--- config.mk ---
export PLATFORM = sky130hd
export DESIGN_NAME = instr_fetch_unit_flat
export DESIGN_NICKNAME = d
export VERILOG_FILES = /design/src/rtl/instr_fetch_unit_if.sv /design/src/rtl/instr_fetch_unit.sv /design/src/flat_wrapper.sv
export SDC_FILE = /design/constraint.sdc
export NUM_CORES = 1
export LEC_CHECK = 0
export ABC_AREA = 1
export ABC_CLOCK_PERIOD_IN_PS = 8700
export BUFFER_PORTS_ARGS = -buffer_cell sky130_fd_sc_hd__buf_2
export CAP_MARGIN = 20
export CORE_AREA = 8 8 117 140
export CTS_CLUSTER_DIAMETER = 30
export DETAILED_ROUTE_END_ITERATION = 12
export DIE_AREA = 0 0 125 148
export PLACE_DENSITY = 0.86
export SLEW_MARGIN = 30
export SYNTH_ARGS = -nofsm -noshare
export SYNTH_HDL_FRONTEND = slang
export SYNTH_SLANG_ARGS = --single-unit
--- constraint.sdc ---
create_clock -name clock -period 8.7 [get_ports clock]
set_input_delay 0.87 -clock clock [delete_from_list [all_inputs] [get_ports clock]]
set_output_delay 0.87 -clock clock [all_outputs]
set_load 0.01 [all_outputs]
--- src/rtl/instr_fetch_unit_if.sv ---
// Fetch-unit bus bundle: IMEM request/response, decode-side valid/ready and branch redirect.
// master = fetch unit, slave = the environment (IMEM, decode, branch resolution).
interface instr_fetch_unit_if;
    logic        imem_req;
    logic [15:0] imem_addr;
    logic        imem_valid;
    logic [15:0] imem_rdata;
    logic        if_valid;
    logic        if_ready;
    logic [15:0] if_pc;
    logic [15:0] if_instr;
    logic        redirect_valid;
    logic [15:0] redirect_pc;

    modport master (
        output imem_req, imem_addr,
        input  imem_valid, imem_rdata,
        output if_valid, if_pc, if_instr,
        input  if_ready,
        input  redirect_valid, redirect_pc
    );

    modport slave (
        input  imem_req, imem_addr,
        output imem_valid, imem_rdata,
        input  if_valid, if_pc, if_instr,
        output if_ready,
        output redirect_valid, redirect_pc
    );
endinterface

--- src/rtl/instr_fetch_unit.sv ---
// Fetch stage: one-outstanding IMEM requests, {pc, instr} FIFO toward decode, redirect flush, halt.
// Optional IFU_STATS_EN adds fetch_count / stall_count ports.
module instr_fetch_unit #(
    parameter int          DEPTH     = 4,
    parameter logic [15:0] RESET_PC  = 16'h0000,
    parameter logic [15:0] HALT_WORD = 16'hFFFF
) (
    input  logic               clock,
    input  logic               reset_n,
    instr_fetch_unit_if.master bus,
    output logic               halted
`ifdef IFU_STATS_EN
    ,
    output logic [15:0]        fetch_count,
    output logic [15:0]        stall_count
`endif
);
    localparam int            AW   = $clog2(DEPTH);
    localparam logic [AW:0]   FULL = (AW+1)'(DEPTH);

    typedef enum logic [1:0] {S_FETCH, S_WAIT, S_DRAIN, S_HALT} state_t;

    state_t        state_reg;
    logic [15:0]   fetch_pc_reg;
    logic          imem_req_reg;
    logic [15:0]   imem_addr_reg;
    logic          halted_reg;

    logic [31:0]   mem [DEPTH];
    logic [AW-1:0] rd_ptr_reg, rd_ptr_next;
    logic [AW-1:0] wr_ptr_reg, wr_ptr_next;
    logic [AW:0]   count_reg, count_next;
    logic          head_valid_reg;
    logic [15:0]   head_pc_reg;
    logic [15:0]   head_instr_reg;

    logic          push;
    logic          pop;
    logic          in_flight;

    assign pop  = head_valid_reg && !bus.redirect_valid && bus.if_ready;
    assign push = (state_reg == S_WAIT) && bus.imem_valid && !bus.redirect_valid;
    // A redirect only has to drain if the outstanding response has not arrived this very cycle.
    assign in_flight = ((state_reg == S_WAIT) || (state_reg == S_DRAIN)) && !bus.imem_valid;

    always_ff @(posedge clock or negedge reset_n) begin
        if (!reset_n) begin
            state_reg     <= S_FETCH;
            fetch_pc_reg  <= RESET_PC;
            imem_req_reg  <= 1'b0;
            imem_addr_reg <= 16'h0000;
            halted_reg    <= 1'b0;
        end else begin
            imem_req_reg <= 1'b0;
            if (bus.redirect_valid) begin
                fetch_pc_reg <= bus.redirect_pc & 16'hFFFE;
                halted_reg   <= 1'b0;
                state_reg    <= in_flight ? S_DRAIN : S_FETCH;
            end else begin
                case (state_reg)
                    S_FETCH: begin
                        if (count_reg < FULL) begin
                            imem_req_reg  <= 1'b1;
                            imem_addr_reg <= fetch_pc_reg;
                            state_reg     <= S_WAIT;
                        end
                    end
                    S_WAIT: begin
                        if (bus.imem_valid) begin
                            fetch_pc_reg <= fetch_pc_reg + 16'd2;
                            if (bus.imem_rdata == HALT_WORD) begin
                                state_reg  <= S_HALT;
                                halted_reg <= 1'b1;
                            end else begin
                                state_reg <= S_FETCH;
                            end
                        end
                    end
                    S_DRAIN: begin
                        if (bus.imem_valid) state_reg <= S_FETCH;
                    end
                    default: ;
                endcase
            end
        end
    end

    always_comb begin
        rd_ptr_next = rd_ptr_reg;
        wr_ptr_next = wr_ptr_reg;
        count_next  = count_reg;
        if (bus.redirect_valid) begin
            rd_ptr_next = '0;
            wr_ptr_next = '0;
            count_next  = '0;
        end else begin
            if (pop)  rd_ptr_next = rd_ptr_reg + AW'(1);
            if (push) wr_ptr_next = wr_ptr_reg + AW'(1);
            case ({push, pop})
                2'b10:   count_next = count_reg + (AW+1)'(1);
                2'b01:   count_next = count_reg - (AW+1)'(1);
                default: count_next = count_reg;
            endcase
        end
    end

    always_ff @(posedge clock) begin
        if (push) mem[wr_ptr_reg] <= {fetch_pc_reg, bus.imem_rdata};
    end

    // Head is a registered read of the next head slot, bypassing the incoming word when it lands there.
    always_ff @(posedge clock or negedge reset_n) begin
        if (!reset_n) begin
            rd_ptr_reg     <= '0;
            wr_ptr_reg     <= '0;
            count_reg      <= '0;
            head_valid_reg <= 1'b0;
            head_pc_reg    <= 16'h0000;
            head_instr_reg <= 16'h0000;
        end else begin
            rd_ptr_reg     <= rd_ptr_next;
            wr_ptr_reg     <= wr_ptr_next;
            count_reg      <= count_next;
            head_valid_reg <= (count_next != '0);
            if (push && (wr_ptr_reg == rd_ptr_next)) begin
                head_pc_reg    <= fetch_pc_reg;
                head_instr_reg <= bus.imem_rdata;
            end else begin
                head_pc_reg    <= mem[rd_ptr_next][31:16];
                head_instr_reg <= mem[rd_ptr_next][15:0];
            end
        end
    end

    assign bus.imem_req  = imem_req_reg;
    assign bus.imem_addr = imem_addr_reg;
    assign bus.if_valid  = head_valid_reg && !bus.redirect_valid;
    assign bus.if_pc     = head_pc_reg;
    assign bus.if_instr  = head_instr_reg;
    assign halted        = halted_reg;

`ifdef IFU_STATS_EN
    logic [15:0] fetch_count_reg;
    logic [15:0] stall_count_reg;

    always_ff @(posedge clock or negedge reset_n) begin
        if (!reset_n) begin
            fetch_count_reg <= 16'h0000;
            stall_count_reg <= 16'h0000;
        end else begin
            if (push) fetch_count_reg <= fetch_count_reg + 16'd1;
            if ((state_reg == S_FETCH) && (count_reg == FULL) && (stall_count_reg != 16'hFFFF))
                stall_count_reg <= stall_count_reg + 16'd1;
        end
    end

    assign fetch_count = fetch_count_reg;
    assign stall_count = stall_count_reg;
`endif
endmodule

--- src/flat_wrapper.sv ---
// flat-port wrapper written by rule: the top's interface ports become plain ports
module instr_fetch_unit_flat 
#(
    parameter int          DEPTH     = 4,
    parameter logic [15:0] RESET_PC  = 16'h0000,
    parameter logic [15:0] HALT_WORD = 16'hFFFF
)
  (clock, reset_n, halted, bus_imem_req, bus_imem_addr, bus_imem_valid, bus_imem_rdata, bus_if_valid, bus_if_pc, bus_if_instr, bus_if_ready, bus_redirect_valid, bus_redirect_pc);
  instr_fetch_unit_if bus_i ();
  input  logic clock;
  input  logic reset_n;
  output logic halted;
  output wire logic [$bits(bus_i.imem_req)-1:0] bus_imem_req;
  output wire logic [$bits(bus_i.imem_addr)-1:0] bus_imem_addr;
  input wire logic [$bits(bus_i.imem_valid)-1:0] bus_imem_valid;
  input wire logic [$bits(bus_i.imem_rdata)-1:0] bus_imem_rdata;
  output wire logic [$bits(bus_i.if_valid)-1:0] bus_if_valid;
  output wire logic [$bits(bus_i.if_pc)-1:0] bus_if_pc;
  output wire logic [$bits(bus_i.if_instr)-1:0] bus_if_instr;
  input wire logic [$bits(bus_i.if_ready)-1:0] bus_if_ready;
  input wire logic [$bits(bus_i.redirect_valid)-1:0] bus_redirect_valid;
  input wire logic [$bits(bus_i.redirect_pc)-1:0] bus_redirect_pc;
  assign bus_imem_req = bus_i.imem_req;
  assign bus_imem_addr = bus_i.imem_addr;
  assign bus_i.imem_valid = bus_imem_valid;
  assign bus_i.imem_rdata = bus_imem_rdata;
  assign bus_if_valid = bus_i.if_valid;
  assign bus_if_pc = bus_i.if_pc;
  assign bus_if_instr = bus_i.if_instr;
  assign bus_i.if_ready = bus_if_ready;
  assign bus_i.redirect_valid = bus_redirect_valid;
  assign bus_i.redirect_pc = bus_redirect_pc;
  instr_fetch_unit #(.DEPTH(DEPTH), .RESET_PC(RESET_PC), .HALT_WORD(HALT_WORD)) u_core (.clock(clock), .reset_n(reset_n), .bus(bus_i), .halted(halted));
endmodule
; Word level (Yosys, flattened, before mapping)
; Memory sizes are Yosys's and may differ from the RTL's. A register that Yosys moved wholly into a read port is not among the register bits.
; Index checks and enable logic that the tools add are counted.
[word_totals]
reg_bits = 44
ram_bits = 128
n_memories = 1
word_cells = 70
output_inout_bits = 51
in_bits = 37
[mem_list]
columns = name, words, width, rd, rd_clocked_by_memory_dff, wr, line
row1 = u_core.mem, 4, 32, 1, 1, 1, instr_fetch_unit.sv:29  ; logic [31:0] mem [DEPTH];
[classes]
mux = 25
magnitude_cmp = 1
add_sub_neg = 5
n_eq_ne = 8
bitwise_logic = 1
n_reduce_logical = 20
[op_table]
columns = op, count
row1 = $mux W16, 3
row2 = $mux W2, 10
row3 = $add A16 B2 Y16 const B, 1
row4 = $eq A16 B16 Y1 const B, 1
row5 = $mux W1, 9
row6 = $reduce_bool A2 Y1, 4
row7 = $ne A3 B3 Y1 const B, 2
row8 = $pmux W2 S3, 1
row9 = $pmux W3 S2, 1
row10 = $reduce_and A3 Y1, 2
row11 = $logic_and A1 B1 Y1, 5
row12 = $add A2 B1 Y2 const B, 2
row13 = $eq A2 B1 Y1 const B, 2
row14 = $eq A2 B2 Y1 const B, 2
row15 = $reduce_and A4 Y1, 1
row16 = $reduce_bool A4 Y1, 1
row17 = $add A3 B1 Y3 const B, 1
row18 = $logic_not A1 Y1, 3
row19 = $lt A3 B3 Y1 const B, 1
row20 = $mux W3, 1
row21 = $ne A3 B2 Y1 const B, 1
row22 = $reduce_bool A3 Y1, 1
row23 = $sub A3 B1 Y3 const B, 1
row24 = $logic_not A2 Y1, 1
row25 = other kinds (3), 3

; Depth between registers and ports, before layout
[logic_depth]
depth_word = 7
mapped_depth = 14

; Worst setup path after synthesis
; No wires, ideal clock.
[synth_timing]
kind = input-to-reg
start = input bus_imem_valid
end = memory u_core.mem[0][0], enable pin
stages = 4
path_slack_ns = 5.672
arrival_time_ns = 2.609
required_time_ns = 8.281
path_buffers = 0
setup_time_ns = 0.419
path_cell_list = nand2_1 -> nor2_1 -> inv_2 -> nor2_1
[synth_via]
elab_chain_len = 4
[synth_rtl]
columns = element, line
row1 = "start, declared", flat_wrapper.sv:15  ; input wire logic [$bits(bus_i.imem_valid)-1:0] bus_imem_valid;
row2 = $logic_and A1 B1 Y1 (2 in a row), instr_fetch_unit.sv:42  ; assign push = (state_reg == S_WAIT) && bus.imem_valid && !bus.redirect_valid;
row3 = $mux W1, instr_fetch_unit.sv:108  ; if (push) mem[wr_ptr_reg] <= {fetch_pc_reg, bus.imem_rdata};
row4 = $mux W1 (implied by the code), instr_fetch_unit.sv:108
row5 = "end, declared", instr_fetch_unit.sv:29
; Every way passes these cells.

; Worst setup path after layout
[layout_timing]
start = input bus_redirect_valid
end = register u_core.head_pc_reg[9], in the netlist u_core.bus.if_pc[9]
[layout_via]
elab_chain_len = 5
[layout_rtl]
columns = element, line
row1 = "start, declared", flat_wrapper.sv:21  ; input wire logic [$bits(bus_i.redirect_valid)-1:0] bus_redirect_valid;
row2 = $logic_not A1 Y1, instr_fetch_unit.sv:41  ; assign pop = head_valid_reg && !bus.redirect_valid && bus.if_ready;
row3 = $logic_and A1 B1 Y1 (2 in a row), instr_fetch_unit.sv:41
row4 = $mux W2, instr_fetch_unit.sv:97  ; if (pop) rd_ptr_next = rd_ptr_reg + AW'(1);
row5 = $mux W2 *, instr_fetch_unit.sv:92  ; if (bus.redirect_valid) begin
row6 = named net u_core.rd_ptr_next[0], instr_fetch_unit.sv:30  ; logic [AW-1:0] rd_ptr_reg, rd_ptr_next;
row7 = "end signal, assigned", instr_fetch_unit.sv:126  ; head_pc_reg <= fetch_pc_reg;
row8 = "end signal, assigned", instr_fetch_unit.sv:129  ; head_pc_reg <= mem[rd_ptr_next][31:16];
row9 = "end, declared", instr_fetch_unit.sv:34  ; logic [15:0] head_pc_reg;
; The timed path passes the listed nets; every way through them passes the cells marked *.
; A chain may end at the register's enable or synchronous reset.

==> impl_metrics.xml <==
<?xml version="1.0" encoding="UTF-8"?>
<metrics>
  <group name="clock_tree">
    <metric name="tritoncts_clock_tree" unit="">built</metric>
    <metric name="cts_made_buffers" unit="">17</metric>
    <metric name="worstSkewPairLatency" unit="ns">0.44</metric>
    <metric name="clockRootBuffer" unit="">sky130_fd_sc_hd__clkbuf_16</metric>
    <metric name="post_cts_setup_driven_buffer_insertion_count" unit="">0</metric>
    <metric name="clk_transition_reported_paths" unit="ns">0.07</metric>
    <metric name="clock_tree.buffer_depth" unit="">2</metric>
    <metric name="h-tree-depth" unit="">4</metric>
    <metric name="ctsResizeCount" unit="">0</metric>
    <metric name="cts.sinks" unit="">197</metric>
    <metric name="hold_buffer_count_at_cts" unit="">0</metric>
  </group>
  <group name="final_layout">
    <metric name="postLayoutCellArea" unit="sq um">9940</metric>
    <metric name="final_cell_count_no_fill" unit="">1181</metric>
    <metric name="finish.net_count" unit="">1040</metric>
    <metric name="p_r_area_growth_vs_syn" unit="%">12.4</metric>
    <metric name="top_register" unit="">u_core.mem</metric>
    <metric name="finalCoreUtilization" unit="%">70.1</metric>
    <metric name="antenna_cells_inserted" unit="">0</metric>
    <metric name="drive_above_1_share" unit="%">13.3</metric>
    <metric name="largest_register_ff_count" unit="">124</metric>
  </group>
  <group name="worst_setup_path">
    <metric name="worst-endpoint-required" unit="ns">9.02</metric>
    <metric name="timing.reg2reg.setup_slack" unit="ns">5.25</metric>
    <metric name="worst_r2r_path_depth" unit="">9</metric>
    <metric name="worstSetupStartpoint" unit="">bus_redirect_valid</metric>
    <metric name="regToRegStartpoint" unit="">u_core.state_reg[1]</metric>
    <metric name="setup.worst_path.class" unit="">primary input to register</metric>
    <metric name="crit_path_max_fanout" unit="">32</metric>
    <metric name="arrival" unit="ns">4.21</metric>
    <metric name="cp-start-kind" unit="">primary input</metric>
    <metric name="r2r-end" unit="">u_core.bus.if_pc[9]</metric>
    <metric name="cp-end-kind" unit="">register</metric>
    <metric name="worst_setup_path_end" unit="">u_core.bus.if_pc[9]</metric>
  </group>
  <group name="logic_synthesis">
    <metric name="post_synth_most_frequent_cells" unit="">sky130_fd_sc_hd__nand2_1 (240), sky130_fd_sc_hd__nand3_1 (175), sky130_fd_sc_hd__inv_1 (163)</metric>
    <metric name="synth_fa_ha_area_share" unit="%">1.50</metric>
    <metric name="syn_inst" unit="">927</metric>
    <metric name="ys_seq_area_share" unit="%">62.8</metric>
    <metric name="synth_top_cells_by_area" unit="">sky130_fd_sc_hd__edfxtp_1 (42%), sky130_fd_sc_hd__dfrtp_1 (21%), sky130_fd_sc_hd__nand2_1 (10%)</metric>
    <metric name="synthDominantAreaCellType" unit="">sky130_fd_sc_hd__edfxtp_1</metric>
    <metric name="avgSynthCellArea" unit="sq um">9.54</metric>
    <metric name="synth_compound_gate_area_share" unit="%">2.53</metric>
    <metric name="netlist-cell-type-count" unit="">30</metric>
    <metric name="synth_most_common_cell" unit="">sky130_fd_sc_hd__nand2_1</metric>
    <metric name="yosys_warnings" unit="">0</metric>
    <metric name="post_synth_mux_area_share" unit="%">0.113</metric>
    <metric name="synth.cell_area" unit="sq um">8840</metric>
    <metric name="synth_top_family_by_area" unit="">simple AND/OR/NAND/NOR gates</metric>
    <metric name="top_flip_flop_cell_by_instance_count_after_synthesis" unit="">sky130_fd_sc_hd__edfxtp_1</metric>
    <metric name="async_flop_share" unit="%">37.1</metric>
    <metric name="synth_top_area_share" unit="%">42.1</metric>
    <metric name="synth_edf_count" unit="">124</metric>
    <metric name="synthXorXnorAreaFrac" unit="%">0.892</metric>
    <metric name="synth_seq_cells" unit="">197</metric>
    <metric name="post_synth_and_or_nand_nor_area_fraction" unit="%">22.5</metric>
  </group>
  <group name="global_route">
    <metric name="grt_antenna_before_repair" unit="">0</metric>
    <metric name="first_global_vias" unit="">6860</metric>
    <metric name="residual_overflow_from_global_routing" unit="">0</metric>
    <metric name="grt_pass1_wl" unit="microns">33200</metric>
    <metric name="largest_net_degree_at_the_start_of_global_routing" unit="">74</metric>
    <metric name="grt_util_all_layers" unit="%">23.0</metric>
  </group>
  <group name="die">
    <metric name="die_y" unit="microns">148</metric>
    <metric name="core-area" unit="sq um">14200</metric>
    <metric name="boundaryPins" unit="">88</metric>
    <metric name="fp.dieArea" unit="sq um">18500</metric>
    <metric name="floorplan.die.width" unit="microns">125</metric>
    <metric name="starting_density" unit="%">62.4</metric>
    <metric name="std_cell_rows" unit="">48</metric>
  </group>
  <group name="timing">
    <metric name="slew-limit-headroom" unit="%">36.2</metric>
    <metric name="finalCriticalPeriod" unit="ns">3.89</metric>
    <metric name="final_worst_clock_skew" unit="ns">0.00996</metric>
    <metric name="final_hold_viol_count" unit="">0</metric>
    <metric name="max_slew.worst_pin.slew" unit="ns">0.955</metric>
    <metric name="finalSetupTns" unit="ns">0</metric>
    <metric name="rsz_0062_raised_after_global_routing" unit="">false</metric>
    <metric name="final.hold.worst_slack" unit="ns">0.434</metric>
    <metric name="final_max_slew_viol_count" unit="">0</metric>
    <metric name="finalSetupViolCount" unit="">0</metric>
    <metric name="setup_ws" unit="ns">4.81</metric>
    <metric name="layout_worst_path_cycle_share" unit="%">44.8</metric>
    <metric name="max_freq" unit="MHz">257</metric>
  </group>
  <group name="detailed_routing">
    <metric name="detailedRoute.firstPassIterationCount" unit="">7</metric>
    <metric name="total_wirelength" unit="microns">20800</metric>
    <metric name="first_iter_violations" unit="">704</metric>
    <metric name="viasPerCell" unit="">5.68</metric>
    <metric name="drt_drc_violations_left" unit="">0</metric>
    <metric name="drtAntennaViolNets" unit="">0</metric>
    <metric name="vias" unit="">6704</metric>
    <metric name="wl_per_cell" unit="microns">17.6</metric>
  </group>
  <group name="worst_hold_path">
    <metric name="worst_hold_path_type" unit="">primary input to async pin</metric>
  </group>
  <group name="outcome">
    <metric name="status" unit="">completed</metric>
  </group>
  <group name="place">
    <metric name="dp_slack" unit="ns">4.46</metric>
    <metric name="globalplace.congestion" unit="">0.852</metric>
    <metric name="place.port_buffers" unit="">84</metric>
    <metric name="place.detailed.hpwl" unit="microns">12100</metric>
    <metric name="dp_cells" unit="">1149</metric>
    <metric name="post_dp_cell_area" unit="sq um">9340</metric>
  </group>
  <group name="job">
    <metric name="max-cap-violations" unit="">0</metric>
  </group>
  <group name="power_and_ir_drop">
    <metric name="power_leakage" unit="nW">4.71</metric>
    <metric name="total_power_of_the_final_layout" unit="mW">2.43</metric>
    <metric name="power.density_cell_area" unit="nW/um^2">245</metric>
    <metric name="vdd.ir_drop.worst" unit="mV">0.197</metric>
  </group>
</metrics>
## metal layers
metal	track usage (%)	vias to the layer above	wire length [microns]	share of wire [%]
met5	0	-	0	0
met4	11.6	0	440	2.1
met3	5.05	38	1750	8.4
met2	40.1	343	10700	52
met1	26.3	3220	7880	38
li1	-	3103	-	-
## area by class of cell
type,count,area [sq um]
Multi-Input combinational cell,521,2480
Clock inverter,12,155
Clock buffer,20,437
Tap cell,175,219
Fill cell,975,4240
Timing Repair Buffer,91,479
Sequential cell,197,5550
Inverter,165,619
## power by group
part	internal (mW)	total, mW	switching (mW)	leakage [nW]
clock network	0.453	0.794	0.341	0.286
registers	1.12	1.19	0.0720	2.02
logic	0.148	0.450	0.303	2.40
total	1.72	2.43	0.716	4.71
## cells by family (layout without fill, tap and decap cells)
group / count (synthesis) / after routing
AO/OA/AOI/OAI: 38 / 38
XOR/XNOR: 9 / 9
adder cells (fa/ha/maj): 10 / 10
buffers and inverters: 210 / 288
flip-flops: 197 / 197
multiplexers: 1 / 1
other: 1 / 2
AND/OR/NAND/NOR: 461 / 461
## worst min path at each step
stage | endpoint | slack, ns | cells after the start
floorplan | u_core.state_reg[1] | 0.47 | 2
global placement | u_core.bus.imem_addr[6] | 0.46 | 2
detailed placement | u_core.bus.imem_addr[11] | 0.47 | 2
CTS | u_core.bus.if_instr[5] | 0.48 | 1
global route | u_core.bus.imem_addr[11] | 0.51 | 2
finish | u_core.bus.if_instr[6] | 0.43 | 1
## worst max-delay path: stages
cell,delay (ns)
sky130_fd_sc_hd__buf_2,0.25
sky130_fd_sc_hd__inv_2,0.24
sky130_fd_sc_hd__nand3_1,0.16
sky130_fd_sc_hd__nand2_2,0.52
sky130_fd_sc_hd__inv_1,0.10
sky130_fd_sc_hd__nor2_1,0.18
sky130_fd_sc_hd__nor2_1,0.09
sky130_fd_sc_hd__nor2_4,0.74
sky130_fd_sc_hd__nand2_2,0.71
sky130_fd_sc_hd__nand2_1,0.25
sky130_fd_sc_hd__nand2_1,0.08
## cells in the final DEF (no fill, tap or decap), types with 4 or more instances in the layout
cell type                   count
sky130_fd_sc_hd__nand4_1        6
sky130_fd_sc_hd__xor2_1         8
sky130_fd_sc_hd__nand3_1      174
sky130_fd_sc_hd__dfrtp_1       73
sky130_fd_sc_hd__buf_2         83
sky130_fd_sc_hd__clkinv_4       4
sky130_fd_sc_hd__nor2_2         6
sky130_fd_sc_hd__nand2_1      239
sky130_fd_sc_hd__o211ai_1       8
sky130_fd_sc_hd__inv_1        163
sky130_fd_sc_hd__o21ai_0       23
sky130_fd_sc_hd__nor3_1         6
sky130_fd_sc_hd__ha_1           9
sky130_fd_sc_hd__edfxtp_1     124
sky130_fd_sc_hd__buf_4          7
sky130_fd_sc_hd__clkbuf_16     17
sky130_fd_sc_hd__nor2_1        22
Note: power is estimated with default switching activity, not from simulation.
